[src/rtl/uart_pkg.sv]
// UART shared definitions: frame states, line levels, prescale floor.
// Used by both the transmitter and the receiver.
package uart_pkg;

  typedef enum logic [2:0] {
    IDLE,
    START,
    DATA,
    PARITY,
    STOP
  } uart_state_t;

  localparam logic START_BIT = 1'b0;
  localparam logic STOP_BIT  = 1'b1;
  localparam logic EVEN      = 1'b0;
  localparam logic ODD       = 1'b1;

  localparam int PRESCALE_MIN = 4;

  function automatic logic [4:0] clamp_ps(
    input logic [4:0] ps,
    input logic [4:0] ps_min
  );
    return (ps < ps_min) ? ps_min : ps;
  endfunction

endpackage

[src/rtl/uart_tx_frame_if.sv]
// System-side word port of the UART transmitter.
// master = data source, slave = transmitter.
interface uart_tx_frame_if #(
  parameter int width = 8
);

  logic [width-1:0] P_Data;
  logic             Data_valid;
  logic             Parity_EN;
  logic             Parity_type;
  logic [4:0]       Prescale;
  logic             TX_OUT;
  logic             Busy;

  modport master (
    output P_Data,
    output Data_valid,
    output Parity_EN,
    output Parity_type,
    output Prescale,
    input  TX_OUT,
    input  Busy
  );

  modport slave (
    input  P_Data,
    input  Data_valid,
    input  Parity_EN,
    input  Parity_type,
    input  Prescale,
    output TX_OUT,
    output Busy
  );

endinterface

[src/rtl/uart_tx_bit_timer.sv]
// Per-bit cycle counter and bit index for the UART transmitter.
// bit_done marks the last cycle of each bit period.
module uart_tx_bit_timer #(
  parameter int IW = 3
) (
  input  logic          clk,
  input  logic          reset,
  input  logic [4:0]    ps,
  input  logic          load,
  input  logic          en,
  output logic          bit_done,
  output logic [IW-1:0] bit_idx
);

  logic [4:0] cnt_q;

  assign bit_done = (cnt_q == ps - 5'd1);

  always_ff @(posedge clk) begin
    if (reset) begin
      cnt_q   <= '0;
      bit_idx <= '0;
    end else if (load) begin
      cnt_q   <= '0;
      bit_idx <= '0;
    end else if (en) begin
      if (bit_done) begin
        cnt_q   <= '0;
        bit_idx <= bit_idx + 1'b1;
      end else begin
        cnt_q <= cnt_q + 5'd1;
      end
    end
  end

endmodule

[src/rtl/uart_tx_frame.sv]
// UART transmitter: start, data LSB first, optional parity, stop.
// Every output comes straight from a flop.
module uart_tx_frame #(
  parameter int width        = 8,
  parameter int PRESCALE_MIN = 4
) (
  input logic           CLK,
  input logic           Reset,
  uart_tx_frame_if.slave bus
);

  import uart_pkg::*;

  localparam int IW = (width > 1) ? $clog2(width) : 1;
  localparam logic [4:0]    PS_MIN = 5'(PRESCALE_MIN);
  localparam logic [IW-1:0] LAST   = IW'(width - 1);

  uart_state_t state_q, state_n;

  logic [width-1:0] sh_q, sh_nx;
  logic [4:0]       ps_q;
  logic             pen_q, par_q;
  logic             tx_q, tx_n;
  logic             busy_q, busy_n;
  logic             cap, load, shift;
  logic             bit_done;
  logic [IW-1:0]    bit_idx;

  assign sh_nx      = sh_q >> 1;
  assign bus.TX_OUT = tx_q;
  assign bus.Busy   = busy_q;

  uart_tx_bit_timer #(
    .IW(IW)
  ) u_timer (
    .clk     (CLK),
    .reset   (Reset),
    .ps      (ps_q),
    .load    (load),
    .en      (state_q != IDLE),
    .bit_done(bit_done),
    .bit_idx (bit_idx)
  );

  always_ff @(posedge CLK) begin
    if (Reset) begin
      state_q <= IDLE;
      tx_q    <= STOP_BIT;
      busy_q  <= 1'b0;
      sh_q    <= '0;
      ps_q    <= '0;
      pen_q   <= 1'b0;
      par_q   <= 1'b0;
    end else begin
      state_q <= state_n;
      tx_q    <= tx_n;
      busy_q  <= busy_n;
      if (cap) begin
        sh_q  <= bus.P_Data;
        ps_q  <= clamp_ps(bus.Prescale, PS_MIN);
        pen_q <= bus.Parity_EN;
        par_q <= (^bus.P_Data) ^ (bus.Parity_type == ODD);
      end else if (shift) begin
        sh_q <= sh_nx;
      end
    end
  end

  // tx_n is the level of the bit that starts at this edge
  always_comb begin
    state_n = state_q;
    tx_n    = tx_q;
    busy_n  = busy_q;
    cap     = 1'b0;
    load    = 1'b0;
    shift   = 1'b0;
    unique case (state_q)
      IDLE: begin
        if (bus.Data_valid) begin
          cap     = 1'b1;
          load    = 1'b1;
          state_n = START;
          tx_n    = START_BIT;
          busy_n  = 1'b1;
        end
      end
      START: begin
        if (bit_done) begin
          load    = 1'b1;
          state_n = DATA;
          tx_n    = sh_q[0];
        end
      end
      DATA: begin
        if (bit_done) begin
          if (bit_idx == LAST) begin
            state_n = pen_q ? PARITY : STOP;
            tx_n    = pen_q ? par_q : STOP_BIT;
          end else begin
            shift = 1'b1;
            tx_n  = sh_nx[0];
          end
        end
      end
      PARITY: begin
        if (bit_done) begin
          state_n = STOP;
          tx_n    = STOP_BIT;
        end
      end
      STOP: begin
        if (bit_done) begin
          state_n = IDLE;
          tx_n    = STOP_BIT;
          busy_n  = 1'b0;
        end
      end
      default: begin
        state_n = IDLE;
        tx_n    = STOP_BIT;
        busy_n  = 1'b0;
      end
    endcase
  end

endmodule

[src/flat_wrapper.sv]
// flat-port wrapper written by rule: the top's interface ports become plain ports
module uart_tx_frame_flat import uart_pkg::*;
#(
  parameter int width        = 8,
  parameter int PRESCALE_MIN = 4
)
  (CLK, Reset, bus_P_Data, bus_Data_valid, bus_Parity_EN, bus_Parity_type, bus_Prescale, bus_TX_OUT, bus_Busy);
  uart_tx_frame_if #(.width(width)) bus_i ();
  input logic CLK;
  input logic Reset;
  input wire logic [$bits(bus_i.P_Data)-1:0] bus_P_Data;
  input wire logic [$bits(bus_i.Data_valid)-1:0] bus_Data_valid;
  input wire logic [$bits(bus_i.Parity_EN)-1:0] bus_Parity_EN;
  input wire logic [$bits(bus_i.Parity_type)-1:0] bus_Parity_type;
  input wire logic [$bits(bus_i.Prescale)-1:0] bus_Prescale;
  output wire logic [$bits(bus_i.TX_OUT)-1:0] bus_TX_OUT;
  output wire logic [$bits(bus_i.Busy)-1:0] bus_Busy;
  assign bus_i.P_Data = bus_P_Data;
  assign bus_i.Data_valid = bus_Data_valid;
  assign bus_i.Parity_EN = bus_Parity_EN;
  assign bus_i.Parity_type = bus_Parity_type;
  assign bus_i.Prescale = bus_Prescale;
  assign bus_TX_OUT = bus_i.TX_OUT;
  assign bus_Busy = bus_i.Busy;
  uart_tx_frame #(.width(width), .PRESCALE_MIN(PRESCALE_MIN)) u_core (.CLK(CLK), .Reset(Reset), .bus(bus_i));
endmodule
[config.mk]
export PLATFORM = sky130hd
export DESIGN_NAME = uart_tx_frame_flat
export DESIGN_NICKNAME = d
export VERILOG_FILES = /design/src/rtl/uart_pkg.sv /design/src/rtl/uart_tx_frame_if.sv /design/src/rtl/uart_tx_bit_timer.sv /design/src/rtl/uart_tx_frame.sv /design/src/flat_wrapper.sv
export SDC_FILE = /design/constraint.sdc
export NUM_CORES = 1
export LEC_CHECK = 0
export BUFFER_PORTS_ARGS = -buffer_cell sky130_fd_sc_hd__buf_2
export CELL_PAD_IN_SITES_DETAIL_PLACEMENT = 2
export CELL_PAD_IN_SITES_GLOBAL_PLACEMENT = 2
export CORE_AREA = 10 10 105 60
export CTS_CLUSTER_SIZE = 30
export DETAILED_ROUTE_END_ITERATION = 7
export DIE_AREA = 0 0 115 70
export PLACE_DENSITY = 0.89
export SLEW_MARGIN = 20
export SYNTH_ARGS = -nofsm -noshare
export SYNTH_HDL_FRONTEND = slang
export SYNTH_SLANG_ARGS = --single-unit
[constraint.sdc]
create_clock -name CLK -period 5.5 [get_ports CLK]
set_clock_uncertainty 0.1 [all_clocks]
set_input_delay 0.275 -clock CLK [delete_from_list [all_inputs] [get_ports CLK]]
set_output_delay 0.275 -clock CLK [all_outputs]
set_load 0.02 [all_outputs]
==> results.py <==
metrics = {
    "clocking": {
        "postCtsSetupBuffers": 0,
        "hold_buffers": 0,
        "clkSinkCount": 28,
        "ctsRootBufferMaster": "clkbuf_8",
        "cts_tree": "yes",
        "path_clk_slew_ns": 0.10,
        "cts_max_level": 1,
        "cts_resized": 0,
        "clockBufferDepth": 2,
        "clock_latency_ns": 0.27,
        "cts-buffers-inserted": 3,
    },
    "synth": {
        "synth_top_area_cell": "dfxtp_1",
        "ys_seq_elements": 28,
        "yosysUniqueCellTypes": 44,
        "synth_edf_count": 0,
        "synth-warning-count": 0,
        "synth_ff_type": "dfxtp_1",
        "synthArstFlopShare_pct": 0,
        "syn_inst": 195,
        "synthesis.area_sq_um": 1620,
        "synth_nets": 217,
        "synth_area_per_cell_sq_um": 8.32,
        "yosys.area.top_type_share_pct": 34.5,
        "yosysSeqAreaShare_pct": 34.5,
        "synthTopCellsByArea": "dfxtp_1 35%, nand2_1 7.9%, a311oi_2 6.5%",
    },
    "die": {
        "dieArea_sq_um": 8050,
        "num_io_pins": 20,
        "fp-row-count": 18,
        "coreArea_sq_um": 4640,
        "die_w_um": 115,
        "start_util_pct": 35.0,
        "die_h_um": 70,
    },
    "timing": {
        "period_share_pct": 45.6,
        "drv_slew": 0,
        "grt_setup_unrepaired": "no",
        "tightest_slew_ns": 0.731,
        "whs_ns": 0.136,
        "period_needed_ns": 2.51,
        "relSlewSlack_pct": 51.1,
        "fmax_ghz": 0.399,
        "finalSetupViolations": 0,
        "hold_viol_final": 0,
        "tns_ns": 0,
    },
    "global_route": {
        "antenna_found_initial": 0,
        "track_usage_pct": 12.3,
        "grt_pass1_vias": 1544,
        "grt_max_degree": 23,
        "grt_pass1_wl_um": 8150,
        "grt_overflow": 0,
    },
    "final_layout": {
        "area_growth_syn_to_layout_pct": 10.3,
        "drive_gt1_share_pct": 18.0,
        "final_cell_mix": "34 x nand2_1, 28 x dfxtp_1, 19 x buf_2",
        "final_nets": 229,
        "final_common_cell": "nand2_1",
        "diodes": 0,
    },
    "critical_path": {
        "critPathMaxFanout": 16,
        "path_cells": "inv_1 -> ha_1 -> xnor2_1 -> a211oi_2 -> o211ai_2 -> or4b_1 -> a21oi_1",
        "endpoint_kind": "flop",
        "worst-setup-path-type": "reg2reg",
        "crit_arrival_ns": 2.62,
        "cp_slowest_cell": "or4b_1",
        "crit_required_ns": 5.61,
        "setup.worst_path.start_class": "flop",
        "cpPeakStageDelay_ns": 0.61,
    },
    "pwr": {
        "powerDensity_nw_per_um2": 240,
        "power_leakage_nw": 0.691,
        "ir_drop_mv": 0.106,
    },
    "routing": {
        "drt_iter0_markers": 51,
        "wl_per_cell_um": 17.7,
        "drtAntennaViolNets": 0,
        "dr.pass1.iters": 4,
        "vias_per_cell": 5.41,
        "vias": 1434,
        "wl_um": 4700,
        "drc": 0,
    },
    "outcome": {
        "outcome": "completed",
    },
    "placed_design": {
        "dp_hpwl_um": 3650,
        "gp_congestion": 0.709,
        "port_buffers": 19,
    },
    "run": {
        "max_cap_violations": 0,
    },
    "hold_path": {
        "min_path_type": "in2reg",
    },
}
## synth_stat cells, drive strengths merged (2+ instances only)
cell type,number
buf,7
a22oi,3
or2,2
a311oi,7
o22ai,2
xor2,3
ha,4
nor2b,3
o31ai,2
nor3b,2
o211ai,4
nor3,12
a2bb2oi,2
inv,5
a21oi,11
xnor2,9
nand2,34
nand3b,2
nor2,16
nand3,7
clkbuf,7
dfxtp,28
o21ai,5
and3,2
nor4,3
nor4b,2
## routing by layer
| metal | track usage, % | vias to the layer above | wire length (um) |
|---|---|---|---|
| met1 | 16.7 | 699 | 2290 |
| li1 | - | 711 | - |
| met2 | 19.5 | 22 | 2180 |
| met4 | 0.820 | 0 | 13 |
| met5 | 0 | - | 0 |
| met3 | 3.41 | 2 | 213 |
## final timing paths
check,from,to,slack (ns),cells after the start
worst min-delay path,bus_Prescale[1],u_core.ps_q[1],0.14,3
worst max-delay path,u_core.ps_q[0],u_core.state_q[2],2.99,7
worst min register to register,u_core.par_q,u_core.par_q,0.37,2
worst max register to register,u_core.ps_q[0],u_core.state_q[2],2.99,7
## report_power, final
part	switching, mW	internal, mW
clock	0.0656	0.0493
sequential	0.0109	0.214
combinational	0.0509	0.0393
total	0.127	0.303
## state kept, by name, indices dropped and copies added, names as in the netlist
| name | flops |
|---|---|
| u_core.state_q | 3 |
| u_core.u_timer.bit_idx | 3 |
| u_core.par_q | 1 |
| u_core.pen_q | 1 |
| u_core.bus.Busy | 1 |
| u_core.bus.TX_OUT | 1 |
| u_core.u_timer.cnt_q | 5 |
| u_core.ps_q | 5 |
| u_core.sh_q | 8 |
## cell type report
class                           count  area [sq um]
Clock buffer                        3          41.3
Sequential cell                    28           561
Tap cell                           60          75.1
Timing Repair Buffer               21           110
Multi-Input combinational cell    148           983
Fill cell                         548          2850
Inverter                            5          18.8
## stage by stage
stage	power, mW	std cells	worst slack [ns]	cell area, sq um	utilization [%]
2_1_floorplan	0.293	195	3.50	1620	-
3_3_place_gp	0.317	262	3.12	1750	37.7
3_5_place_dp	0.321	262	3.01	1750	37.7
4_1_cts	0.436	265	2.97	1790	38.6
5_1_grt	0.459	265	2.75	1790	38.6
6_report	0.430	265	2.99	1790	38.6
## logic make-up (layout without fill, tap and decap cells)
logic type,count (synthesis),after routing,share of synthesized area (%)
AO/OA/AOI/OAI,43,43,22.1
adder cells (fa/ha/maj),4,4,3.08
XOR/XNOR,13,13,8.33
AND/OR/NAND/NOR,87,87,25.9
flip-flops,28,28,34.5
multiplexers,1,1,0.694
buffers and inverters,19,29,5.40
## critical path: cells and delay by family, from the launching register on
kind	cells	cell delay [ns]
compound gates	3	0.83
xor+xnor	1	0.14
fa+ha+maj	1	0.30
buf+inv	1	0.07
flops	1	0.40
simple gates	1	0.61
No activity file was read; power rests on OpenSTA's default activity.
